## src/rtl/mem_access_pkg.sv

```systemverilog
// Shared constants, FSM state and size decode for the memory-access stage.
// Opcodes are instruction bits [6:2].
package mem_access_pkg;

  localparam logic [4:0] OP_LOAD  = 5'b00000;
  localparam logic [4:0] OP_STORE = 5'b01000;
  localparam logic [4:0] OP_IMM   = 5'b00100;
  localparam logic [4:0] OP_REG   = 5'b01100;

  localparam logic [2:0] F3_B  = 3'b000;
  localparam logic [2:0] F3_H  = 3'b001;
  localparam logic [2:0] F3_W  = 3'b010;
  localparam logic [2:0] F3_BU = 3'b100;
  localparam logic [2:0] F3_HU = 3'b101;

  localparam logic [3:0] ALU_ADD  = 4'd0;
  localparam logic [3:0] ALU_SUB  = 4'd1;
  localparam logic [3:0] ALU_AND  = 4'd2;
  localparam logic [3:0] ALU_OR   = 4'd3;
  localparam logic [3:0] ALU_XOR  = 4'd4;
  localparam logic [3:0] ALU_SLL  = 4'd5;
  localparam logic [3:0] ALU_SRL  = 4'd6;
  localparam logic [3:0] ALU_SRA  = 4'd7;
  localparam logic [3:0] ALU_SLT  = 4'd8;
  localparam logic [3:0] ALU_SLTU = 4'd9;

  typedef enum logic [1:0] {
    S_IDLE,
    S_REQ,
    S_RESP,
    S_WB
  } state_t;

  typedef enum logic [1:0] {
    SZ_B,
    SZ_H,
    SZ_W
  } size_t;

  // Any funct3 that is not a byte or half form is a word access.
  function automatic size_t size_of(input logic [2:0] f3);
    size_t sz;
    sz = SZ_W;
    if (f3[1:0] == 2'b00) sz = SZ_B;
    else if (f3[1:0] == 2'b01) sz = SZ_H;
    return sz;
  endfunction

  function automatic logic aligned(input size_t sz,
                                   input logic [1:0] lo);
    logic ok;
    ok = 1'b1;
    if (sz == SZ_H) ok = ~lo[0];
    else if (sz == SZ_W) ok = (lo == 2'b00);
    return ok;
  endfunction

endpackage

```

## src/rtl/mem_access_if.sv

```systemverilog
// Upstream, data-memory and writeback signals of the memory-access stage.
// master drives the stage inputs, slave is the stage itself.
interface mem_access_if #(
  parameter int XLEN = 32
);
  logic            valid_i;
  logic            ready_o;
  logic [4:0]      opcode_i;
  logic [2:0]      funct3_i;
  logic [4:0]      rd_idx_i;
  logic [XLEN-1:0] alu_result_i;
  logic [XLEN-1:0] store_data_i;
  logic            dmem_req_o;
  logic            dmem_we_o;
  logic [XLEN-1:0] dmem_addr_o;
  logic [XLEN-1:0] dmem_wdata_o;
  logic [3:0]      dmem_be_o;
  logic            dmem_gnt_i;
  logic            dmem_rvalid_i;
  logic [XLEN-1:0] dmem_rdata_i;
  logic            wb_valid_o;
  logic [4:0]      wb_rd_o;
  logic [XLEN-1:0] wb_data_o;
  logic            misalign_o;

  modport master (
    output valid_i, opcode_i, funct3_i, rd_idx_i,
    output alu_result_i, store_data_i,
    output dmem_gnt_i, dmem_rvalid_i, dmem_rdata_i,
    input  ready_o, dmem_req_o, dmem_we_o,
    input  dmem_addr_o, dmem_wdata_o, dmem_be_o,
    input  wb_valid_o, wb_rd_o, wb_data_o, misalign_o
  );

  modport slave (
    input  valid_i, opcode_i, funct3_i, rd_idx_i,
    input  alu_result_i, store_data_i,
    input  dmem_gnt_i, dmem_rvalid_i, dmem_rdata_i,
    output ready_o, dmem_req_o, dmem_we_o,
    output dmem_addr_o, dmem_wdata_o, dmem_be_o,
    output wb_valid_o, wb_rd_o, wb_data_o, misalign_o
  );
endinterface

```

## src/rtl/mem_access_load_align.sv

```systemverilog
// Load lane extract with sign/zero extension.
// Ports: rdata (memory word), off (byte offset), funct3, data (result).
module mem_access_load_align
  import mem_access_pkg::*;
#(
  parameter int XLEN = 32
) (
  input  logic [XLEN-1:0] rdata,
  input  logic [1:0]      off,
  input  logic [2:0]      funct3,
  output logic [XLEN-1:0] data
);

  logic [7:0]  lane_b;
  logic [15:0] lane_h;

  assign lane_b = rdata[{off, 3'b000} +: 8];
  assign lane_h = rdata[{off[1], 4'b0000} +: 16];

  always_comb begin
    data = rdata;
    unique case (size_of(funct3))
      SZ_B: data = funct3[2]
                 ? {{(XLEN-8){1'b0}}, lane_b}
                 : {{(XLEN-8){lane_b[7]}}, lane_b};
      SZ_H: data = funct3[2]
                 ? {{(XLEN-16){1'b0}}, lane_h}
                 : {{(XLEN-16){lane_h[15]}}, lane_h};
      default: data = rdata;
    endcase
  end

endmodule

```

## src/rtl/mem_access.sv

```systemverilog
// Memory-access stage: issues loads/stores to data memory, forwards ALU
// results to writeback. Ports: clk, rst_n (sync, active-low), bus (slave).
module mem_access
  import mem_access_pkg::*;
#(
  parameter int XLEN = 32
) (
  input logic         clk,
  input logic         rst_n,
  mem_access_if.slave bus
);

  state_t          state_q;
  logic            ready_q;
  logic            req_q;
  logic            we_q;
  logic [XLEN-1:0] addr_q;
  logic [XLEN-1:0] wdata_q;
  logic [3:0]      be_q;
  logic            wb_valid_q;
  logic [4:0]      wb_rd_q;
  logic [XLEN-1:0] wb_data_q;
  logic            misalign_q;
  logic [1:0]      off_q;
  logic [2:0]      f3_q;
  logic [4:0]      rd_q;

  logic            xfer;
  logic            is_mem;
  logic            is_st;
  logic            ok;
  logic [1:0]      lo;
  logic [3:0]      be_c;
  logic [XLEN-1:0] wdata_c;
  logic [XLEN-1:0] ld_data;

  assign xfer   = bus.valid_i && ready_q;
  assign is_st  = (bus.opcode_i == OP_STORE);
  assign is_mem = is_st || (bus.opcode_i == OP_LOAD);
  assign lo     = bus.alu_result_i[1:0];
  assign ok     = aligned(size_of(bus.funct3_i), lo);

  always_comb begin
    be_c    = 4'b1111;
    wdata_c = bus.store_data_i;
    unique case (size_of(bus.funct3_i))
      SZ_B: begin
        be_c    = 4'b0001 << lo;
        wdata_c = {(XLEN/8){bus.store_data_i[7:0]}};
      end
      SZ_H: begin
        be_c    = lo[1] ? 4'b1100 : 4'b0011;
        wdata_c = {(XLEN/16){bus.store_data_i[15:0]}};
      end
      default: begin
        be_c    = 4'b1111;
        wdata_c = bus.store_data_i;
      end
    endcase
  end

  mem_access_load_align #(
    .XLEN(XLEN)
  ) u_load_align (
    .rdata (bus.dmem_rdata_i),
    .off   (off_q),
    .funct3(f3_q),
    .data  (ld_data)
  );

  always_ff @(posedge clk) begin
    if (!rst_n) begin
      state_q    <= S_IDLE;
      ready_q    <= 1'b0;
      req_q      <= 1'b0;
      we_q       <= 1'b0;
      addr_q     <= '0;
      wdata_q    <= '0;
      be_q       <= '0;
      wb_valid_q <= 1'b0;
      wb_rd_q    <= '0;
      wb_data_q  <= '0;
      misalign_q <= 1'b0;
      off_q      <= '0;
      f3_q       <= '0;
      rd_q       <= '0;
    end else begin
      misalign_q <= 1'b0;
      wb_valid_q <= 1'b0;
      unique case (state_q)
        S_IDLE: begin
          ready_q <= 1'b1;
          if (xfer) begin
            if (!is_mem) begin
              state_q    <= S_WB;
              ready_q    <= 1'b0;
              wb_valid_q <= (bus.rd_idx_i != 5'd0);
              wb_rd_q    <= bus.rd_idx_i;
              wb_data_q  <= bus.alu_result_i;
            end else if (!ok) begin
              misalign_q <= 1'b1;
            end else begin
              state_q <= S_REQ;
              ready_q <= 1'b0;
              req_q   <= 1'b1;
              we_q    <= is_st;
              addr_q  <= {bus.alu_result_i[XLEN-1:2], 2'b00};
              wdata_q <= wdata_c;
              be_q    <= be_c;
              off_q   <= lo;
              f3_q    <= bus.funct3_i;
              rd_q    <= bus.rd_idx_i;
            end
          end
        end
        S_REQ: begin
          if (bus.dmem_gnt_i) begin
            req_q <= 1'b0;
            if (we_q) begin
              state_q <= S_IDLE;
              ready_q <= 1'b1;
            end else begin
              state_q <= S_RESP;
            end
          end
        end
        S_RESP: begin
          if (bus.dmem_rvalid_i) begin
            state_q    <= S_WB;
            wb_valid_q <= (rd_q != 5'd0);
            wb_rd_q    <= rd_q;
            wb_data_q  <= ld_data;
          end
        end
        S_WB: begin
          state_q <= S_IDLE;
          ready_q <= 1'b1;
        end
        default: state_q <= S_IDLE;
      endcase
    end
  end

  assign bus.ready_o      = ready_q;
  assign bus.dmem_req_o   = req_q;
  assign bus.dmem_we_o    = we_q;
  assign bus.dmem_addr_o  = addr_q;
  assign bus.dmem_wdata_o = wdata_q;
  assign bus.dmem_be_o    = be_q;
  assign bus.wb_valid_o   = wb_valid_q;
  assign bus.wb_rd_o      = wb_rd_q;
  assign bus.wb_data_o    = wb_data_q;
  assign bus.misalign_o   = misalign_q;

endmodule

```

## src/flat_wrapper.sv

```systemverilog
// flat-port wrapper written by rule: the top's interface ports become plain ports
module mem_access_flat import mem_access_pkg::*;
#(
  parameter int XLEN = 32
)
  (clk, rst_n, bus_valid_i, bus_opcode_i, bus_funct3_i, bus_rd_idx_i, bus_alu_result_i, bus_store_data_i, bus_dmem_gnt_i, bus_dmem_rvalid_i, bus_dmem_rdata_i, bus_ready_o, bus_dmem_req_o, bus_dmem_we_o, bus_dmem_addr_o, bus_dmem_wdata_o, bus_dmem_be_o, bus_wb_valid_o, bus_wb_rd_o, bus_wb_data_o, bus_misalign_o);
  mem_access_if #(.XLEN(XLEN)) bus_i ();
  input logic clk;
  input logic rst_n;
  input wire logic [$bits(bus_i.valid_i)-1:0] bus_valid_i;
  input wire logic [$bits(bus_i.opcode_i)-1:0] bus_opcode_i;
  input wire logic [$bits(bus_i.funct3_i)-1:0] bus_funct3_i;
  input wire logic [$bits(bus_i.rd_idx_i)-1:0] bus_rd_idx_i;
  input wire logic [$bits(bus_i.alu_result_i)-1:0] bus_alu_result_i;
  input wire logic [$bits(bus_i.store_data_i)-1:0] bus_store_data_i;
  input wire logic [$bits(bus_i.dmem_gnt_i)-1:0] bus_dmem_gnt_i;
  input wire logic [$bits(bus_i.dmem_rvalid_i)-1:0] bus_dmem_rvalid_i;
  input wire logic [$bits(bus_i.dmem_rdata_i)-1:0] bus_dmem_rdata_i;
  output wire logic [$bits(bus_i.ready_o)-1:0] bus_ready_o;
  output wire logic [$bits(bus_i.dmem_req_o)-1:0] bus_dmem_req_o;
  output wire logic [$bits(bus_i.dmem_we_o)-1:0] bus_dmem_we_o;
  output wire logic [$bits(bus_i.dmem_addr_o)-1:0] bus_dmem_addr_o;
  output wire logic [$bits(bus_i.dmem_wdata_o)-1:0] bus_dmem_wdata_o;
  output wire logic [$bits(bus_i.dmem_be_o)-1:0] bus_dmem_be_o;
  output wire logic [$bits(bus_i.wb_valid_o)-1:0] bus_wb_valid_o;
  output wire logic [$bits(bus_i.wb_rd_o)-1:0] bus_wb_rd_o;
  output wire logic [$bits(bus_i.wb_data_o)-1:0] bus_wb_data_o;
  output wire logic [$bits(bus_i.misalign_o)-1:0] bus_misalign_o;
  assign bus_i.valid_i = bus_valid_i;
  assign bus_i.opcode_i = bus_opcode_i;
  assign bus_i.funct3_i = bus_funct3_i;
  assign bus_i.rd_idx_i = bus_rd_idx_i;
  assign bus_i.alu_result_i = bus_alu_result_i;
  assign bus_i.store_data_i = bus_store_data_i;
  assign bus_i.dmem_gnt_i = bus_dmem_gnt_i;
  assign bus_i.dmem_rvalid_i = bus_dmem_rvalid_i;
  assign bus_i.dmem_rdata_i = bus_dmem_rdata_i;
  assign bus_ready_o = bus_i.ready_o;
  assign bus_dmem_req_o = bus_i.dmem_req_o;
  assign bus_dmem_we_o = bus_i.dmem_we_o;
  assign bus_dmem_addr_o = bus_i.dmem_addr_o;
  assign bus_dmem_wdata_o = bus_i.dmem_wdata_o;
  assign bus_dmem_be_o = bus_i.dmem_be_o;
  assign bus_wb_valid_o = bus_i.wb_valid_o;
  assign bus_wb_rd_o = bus_i.wb_rd_o;
  assign bus_wb_data_o = bus_i.wb_data_o;
  assign bus_misalign_o = bus_i.misalign_o;
  mem_access #(.XLEN(XLEN)) u_core (.clk(clk), .rst_n(rst_n), .bus(bus_i));
endmodule
```

## config.mk

```make
export PLATFORM = sky130hd
export DESIGN_NAME = mem_access_flat
export DESIGN_NICKNAME = d
export VERILOG_FILES = /design/src/rtl/mem_access_pkg.sv /design/src/rtl/mem_access_if.sv /design/src/rtl/mem_access_load_align.sv /design/src/rtl/mem_access.sv /design/src/flat_wrapper.sv
export SDC_FILE = /design/constraint.sdc
export NUM_CORES = 1
export LEC_CHECK = 0
export CAP_MARGIN = 20
export CORE_ASPECT_RATIO = 1.2
export CORE_MARGIN = 2
export CORE_UTILIZATION = 40
export CTS_CLUSTER_DIAMETER = 40
export DETAILED_ROUTE_END_ITERATION = 8
export GPL_ROUTABILITY_DRIVEN = 1
export PLACE_DENSITY = 0.73
export SLEW_MARGIN = 20
export SYNTH_ARGS = -nofsm -noshare
export SYNTH_HDL_FRONTEND = slang
export SYNTH_SLANG_ARGS = --single-unit
```

## constraint.sdc

```tcl
create_clock -name clk -period 3 [get_ports clk]
set_clock_uncertainty 0.2 [all_clocks]
set_input_delay 0.9 -clock clk [delete_from_list [all_inputs] [get_ports clk]]
set_output_delay 0.9 -clock clk [all_outputs]
set_load 0.05 [all_outputs]
```

==> flow_summary_export.csv, run 1 <==
group,metric,value,unit
status,status,"completed",
route,drc,0,
power,total_power,0.00519,W
synth,synth_edf_count,0,
synth,yosysUniqueCellTypes,51,
synth,async_flop_share,0,%
sta,hold_slack,258,ps
route,dr_wl_met2,10000,um
sta,finalWorstSetupSlack,267,ps
route,drtIter0Drc,383,
synth,synth_top_area_share,39.1,%
sta,slew_headroom,60.1,%
global_routing,grt_pass1_wl,32300,um
hold_path,hp-class,"reg -> reg",
synth,synth_seq_cells,120,
synth,ys_seq_area_share,39.1,%
synth,synth_area,6150,um^2
synth,synth.top_cells.by_area,"dfxtp_1 39%, nand2_1 11%, a21boi_0 6.8%",
setup_path,worst_setup_path_start_kind,"flop",
route,finalWirelength,20800,um
global_routing,grt_usage,25.6,%
placed_design,port_buffers,221,
clocking,insertion_delay,430,ps
die,fp.dieH,140,um
die,die_x,117,um
clocking,cts_buffers,17,
global_routing,grt_pass1_vias,5987,
die,io_pins,224,
placed_design,routabilityCongestion,0.869,
placed_design,place_ws,-58.0,ps
sta,timing.final.crit_share,91.1,%
die,num_rows,49,
sta,finalSetupViolCount,0,
route,wl_met1,8470,um
setup_path,cp.required,1900,ps
sta,tightest_slew,598,ps
power,p_leak,3.49,nW
die,core,15000,um^2
setup_path,cp_max_fo,2,
route,drt-vias-per-instance,5.42,
power,p_per_area,561,nW/um^2
route,post_drt_wl_per_cell,17.9,um
synth,yosysTopAreaCell,"dfxtp_1",
sta,rsz0062_at_grt,"no",
clocking,root_buffer,"clkbuf_16",
synth,synth_ff_type,"dfxtp_1",
finish,layout-drive-gt1-share,10.6,%
clocking,cts_setup_buffers,0,
sta,period_minus_slack,2730,ps
route,route.met3.wl,1850,um
die,start_util,40.9,%
clocking,clockBufferDepth,2,
finish,area_growth,50.6,%
route,vias,6285,
global_routing,grt-ovfl-total,0,
clocking,cts_tree,"built",
setup_path,crit_chain,"clkdlybuf4s50_1",
finish,diodes,0,
setup_path,worstSetupPathType,"reg -> out",
die,die-area,16400,um^2
route,routed.top_layer,"met4",
flow_run,cap_violations,0,
synth,post_synth_inst_count,737,
sta,drv_slew,0,
setup_path,critical-path-max-stage-delay,830,ps
synth,ys_warn_count,0,
clocking,clk_pin_slew,60,ps
setup_path,cp.buffers_inverters,1,
placed_design,hpwl,15200,um
clocking,ctsHoldBuffers,0,
finish,fin_nets,1057,
sta,final-hold-violation-count,0,
route,ant_nets,0,
clocking,cts-htree-levels,4,
clocking,clock_sinks,120,
synth,avgSynthCellArea,8.34,um^2
setup_path,slowest_stage,"clkdlybuf4s50_1",
sta,fmax,366,MHz
setup_path,worst_setup_path_end_kind,"output pin",
route,dr.pass1.iters,5,
clocking,cts_resized,0,
power,ir_drop,0.000387,V
global_routing,antenna_found_initial,0,
global_routing,grt_max_degree,63,
setup_path,worst_ep_arrival_time,1630,ps
setup_path,crit_family,"buffers and inverters",
## through the flow
stage / TNS [ps] / util, % / cell area, um^2 / instances
4_1_cts: 0 / 61.6 / 9260 / 1160
5_1_grt: 0 / 61.6 / 9260 / 1160
3_3_place_gp: 0 / 57.6 / 8650 / 1128
6_report: 0 / 61.6 / 9260 / 1160
3_5_place_dp: -372 / 57.6 / 8650 / 1128
2_1_floorplan: 0 / - / 6150 / 738
## area by class of cell
type	instances	area, um^2
Clock buffer	19	453
Clock inverter	13	153
Fill cell	1346	5760
Inverter	6	22.5
Multi-Input combinational cell	540	3400
Sequential cell	120	2400
Tap cell	204	255
Timing Repair Buffer	258	2570
## path summary, 6_finish.rpt
kind / startpoint / depth (start not counted) / endpoint / slack (ps)
max: u_core.bus.wb_data_o[25] / 1 / bus_wb_data_o[25] / 270
min: u_core.bus.dmem_addr_o[2] / 2 / u_core.bus.dmem_addr_o[2] / 260
max reg2reg: u_core.off_q[1] / 6 / u_core.bus.wb_data_o[17] / 610
min reg2reg: u_core.bus.dmem_addr_o[2] / 2 / u_core.bus.dmem_addr_o[2] / 260
## flip-flops by register name, summed over array words and instances (netlist names), 2 cells and up
register,count
u_core.rd_q,5
u_core.off_q,2
u_core.bus.wb_data_o,32
u_core.bus.dmem_wdata_o,32
u_core.f3_q,3
u_core.bus.wb_rd_o,5
u_core.bus.dmem_addr_o,30
u_core.state_q,2
u_core.bus.dmem_be_o,4
## metal layers
metal / track usage (%) / up-vias
li1: - / 3043
met1: 30.8 / 2957
met2: 41.7 / 249
met3: 9.15 / 36
met4: 8.92 / 0
met5: 0 / -
## where the power goes
group,internal (W),switching (W)
clock network,0.00134,0.000761
logic,0.000532,0.000798
registers,0.00170,0.0000630
total,0.00357,0.00162
## layout by cell type, fill, tap and decap left out, drive strengths merged, types with 5 or more instances in the layout
cell	count
a21boi	57
a21oi	8
a31oi	9
buf	38
clkbuf	19
clkdlybuf4s50	220
clkinv	9
dfxtp	120
inv	5
mux2	16
mux2i	32
nand2	188
nand2b	11
nand3	14
nor2	20
nor2b	6
nor3b	8
o2111ai	23
o211a	26
o211ai	22
o21ai	50
o22ai	15
o311ai	7
## synthesized netlist by cell type, types with 2 or more instances
cell	number
buf_6	4
buf_1	4
o2111ai_1	23
o311ai_0	7
dfxtp_1	120
o22ai_1	15
o211a_1	26
nor2_1	20
nand2_1	188
a21oi_1	8
mux2i_1	32
buf_2	19
nand2b_1	11
or4_1	2
nor3b_1	8
clkbuf_1	41
o21ai_0	36
and3_1	3
mux2_2	2
o211ai_1	22
and3b_1	2
o21ai_1	8
nor3_1	3
nor4_1	2
nand3_1	14
a21boi_0	56
mux2_4	14
buf_4	3
inv_1	5
a31oi_1	8
nor2b_1	6
o21ai_2	6
## cells by family (layout without fill, tap and decap cells)
group	after synthesis	count (layout)	share of synthesized area, %
simple gates	263	263	18.5
buf+inv	78	296	5.84
compound gates	226	226	27.2
other cells	1	2	0.0610
flops	120	120	39.1
mux	49	49	9.36
(Power assumes the default switching activity.)
==> run 2, diff against run 1 <==
--- a/config.mk
+++ b/config.mk
@@ -5,6 +5,7 @@
 export SDC_FILE = /design/constraint.sdc
 export NUM_CORES = 1
 export LEC_CHECK = 0
+export ABC_CLOCK_PERIOD_IN_PS = 3000
 export CAP_MARGIN = 20
 export CORE_ASPECT_RATIO = 1.2
 export CORE_MARGIN = 2
==> results of run 2 <==
Final layout, timing and power as in run 1 (identical DEF).
==> run 3, diff against run 2 <==
--- a/config.mk
+++ b/config.mk
@@ -9,11 +9,11 @@
 export CAP_MARGIN = 20
 export CORE_ASPECT_RATIO = 1.2
 export CORE_MARGIN = 2
-export CORE_UTILIZATION = 40
+export CORE_UTILIZATION = 45
 export CTS_CLUSTER_DIAMETER = 40
 export DETAILED_ROUTE_END_ITERATION = 8
 export GPL_ROUTABILITY_DRIVEN = 1
-export PLACE_DENSITY = 0.73
+export PLACE_DENSITY = 0.81
 export SLEW_MARGIN = 20
 export SYNTH_ARGS = -nofsm -noshare
 export SYNTH_HDL_FRONTEND = slang
==> run 3 against run 2 <==
Against the previous run: die area decreased by 11%; sequential share of layout area rose by 0.34 points; worst hold slack better by 3.4 ps; sequential power barely moved; flip-flop and latch count unchanged; power fell by 2.3%; register-to-register slack gained 150 ps; setup slack better by 17 ps; global-route usage up 1.1 points; highest routed layer unchanged.
==> flow_summary_export.csv, run 3 (synthesis gave the netlist of run 1 again) <==
group,metric,value,unit
clocking,cts_tree,"built",
power,p_switching,0.00156,W
finish,diodes,0,
power,p_leak,3.44,nW
global_routing,grt_pass1_vias,5803,
clocking,root_buffer,"clkbuf_16",
route,vias,6193,
hold_path,hp-class,"reg -> reg",
finish,layout-drive-gt1-share,9.60,%
global_routing,antenna_found_initial,0,
sta,drv_slew,0,
setup_path,worst_setup_path_end_kind,"output pin",
clocking,clock_sinks,120,
finish,fin_nets,1050,
setup_path,worst_ep_arrival_time,1620,ps
sta,period_minus_slack,2720,ps
power,internal_power,0.00352,W
finish,final_common_cell,"clkdlybuf4s50_1",
finish,instances_no_fill,1116,
die,core,13300,um^2
route,ant_nets,0,
placed_design,hpwl,14600,um
route,drc,0,
die,die-area,14600,um^2
route,drt-vias-per-instance,5.55,
setup_path,critical-path-max-stage-delay,870,ps
setup_path,slowest_stage,"clkdlybuf4s50_1",
power,pwr-share-clk,39.6,%
clocking,clockBufferDepth,2,
power,ir_drop,0.000355,V
finish,final_cell_mix,"220 x clkdlybuf4s50_1, 188 x nand2_1, 119 x dfxtp_1",
die,fp.dieH,132,um
global_routing,grt-ovfl-total,0,
finish,ff_latch_area,2400,um^2
clocking,cts_buffers,17,
global_routing,grt_pass1_wl,31200,um
die,io_pins,224,
route,post_drt_wl_per_cell,17.8,um
clocking,clk_pin_slew,50,ps
power,seqPwrFrac,35.0,%
setup_path,crit_chain,"clkdlybuf4s50_1",
setup_path,worst_setup_path_start_kind,"flop",
finish,fillerInstances,1081,
sta,rsz0062_at_grt,"no",
die,start_util,46.2,%
route,finalWirelength,19900,um
placed_design,dp_cells,1085,
die,die_x,111,um
sta,final-hold-violation-count,0,
global_routing,grt_max_degree,56,
sta,timing.final.crit_share,90.5,%
clocking,cts-htree-levels,4,
setup_path,cp.required,1900,ps
route,drtIter0Drc,376,
sta,fmax,368,MHz
global_routing,grt_usage,26.6,%
power,total_power,0.00508,W
flow_run,cap_violations,0,
power,p_per_area,555,nW/um^2
finish,area_growth,48.7,%
setup_path,cp.buffers_inverters,1,
finish,final_util,68.7,%
status,status,"completed",
finish,multi_input_area,3400,um^2
clocking,cts_resized,0,
power,power_frac_comb,25.4,%
placed_design,routabilityCongestion,0.867,
route,dr.pass1.iters,5,
setup_path,crit_family,"buffers and inverters",
clocking,ctsHoldBuffers,0,
clocking,cts_setup_buffers,0,
die,num_rows,46,
clocking,insertion_delay,420,ps
power,swShare,30.7,%
setup_path,worstSetupPathType,"reg -> out",
sta,tightest_slew,769,ps
sta,slew_headroom,48.1,%
setup_path,cp_max_fo,2,
sta,finalSetupViolCount,0,
placed_design,port_buffers,221,
-- run 3: changes by cell type in the layout (fill, tap and decap cells not counted) --
cell and change:
bufinv_16 -1, clkbuf_8 +2, clkbuf_1 +2, buf_4 -7, clkinv_2 -2, clkinv_4 -2
-- run 3: metrics by stage --
step	worst slack, ps	area, um^2	hold WS, ps	setup TNS, ps
finish	284	9140	262	0
global route	247	9140	280	0
CTS	265	9140	264	0
detailed placement	-64.2	8550	257	-222
global placement	15.1	8550	240	0
floorplan	473	6150	243	0
-- run 3: power groups by stage --
stage	sequential, W	combinational, W	clock, W
after floorplan	0.00211	0.000470	0
after global placement	0.00181	0.00127	0
after detailed placement	0.00181	0.00128	0
after CTS	0.00178	0.00129	0.00203
after global routing	0.00179	0.00136	0.00210
final	0.00178	0.00129	0.00201
-- run 3: final cells by class --
cell class              count  share of cell area, %
well taps                 168                   2.30
multi-input cells         540                   37.2
repair buffers            251                   27.6
clock inverters             8                   1.04
clock buffers              23                   5.34
inverters                   6                  0.246
flip-flops and latches    120                   26.3
-- run 3: routing by layer --
metal  global-route usage (%)  routed length, um  share of wire, %  up-vias
li1                         -                  -                 -     3029
met1                     31.6               8210                41     2878
met2                     45.3               9600                48      257
met3                     8.55               1610               8.1       29
met4                     9.65                474               2.4        0
met5                        0                  0                 0        -
-- run 3: path summary, 6_finish.rpt --
kind	from	endpoint	slack, ps	cells past startpoint
hold / removal	u_core.bus.dmem_addr_o[7]	u_core.bus.dmem_addr_o[7]	260	2
setup / recovery	u_core.bus.wb_data_o[7]	bus_wb_data_o[7]	280	1
setup reg to reg	u_core.off_q[1]	u_core.bus.wb_data_o[8]	760	4
hold reg to reg	u_core.bus.dmem_addr_o[7]	u_core.bus.dmem_addr_o[7]	260	2
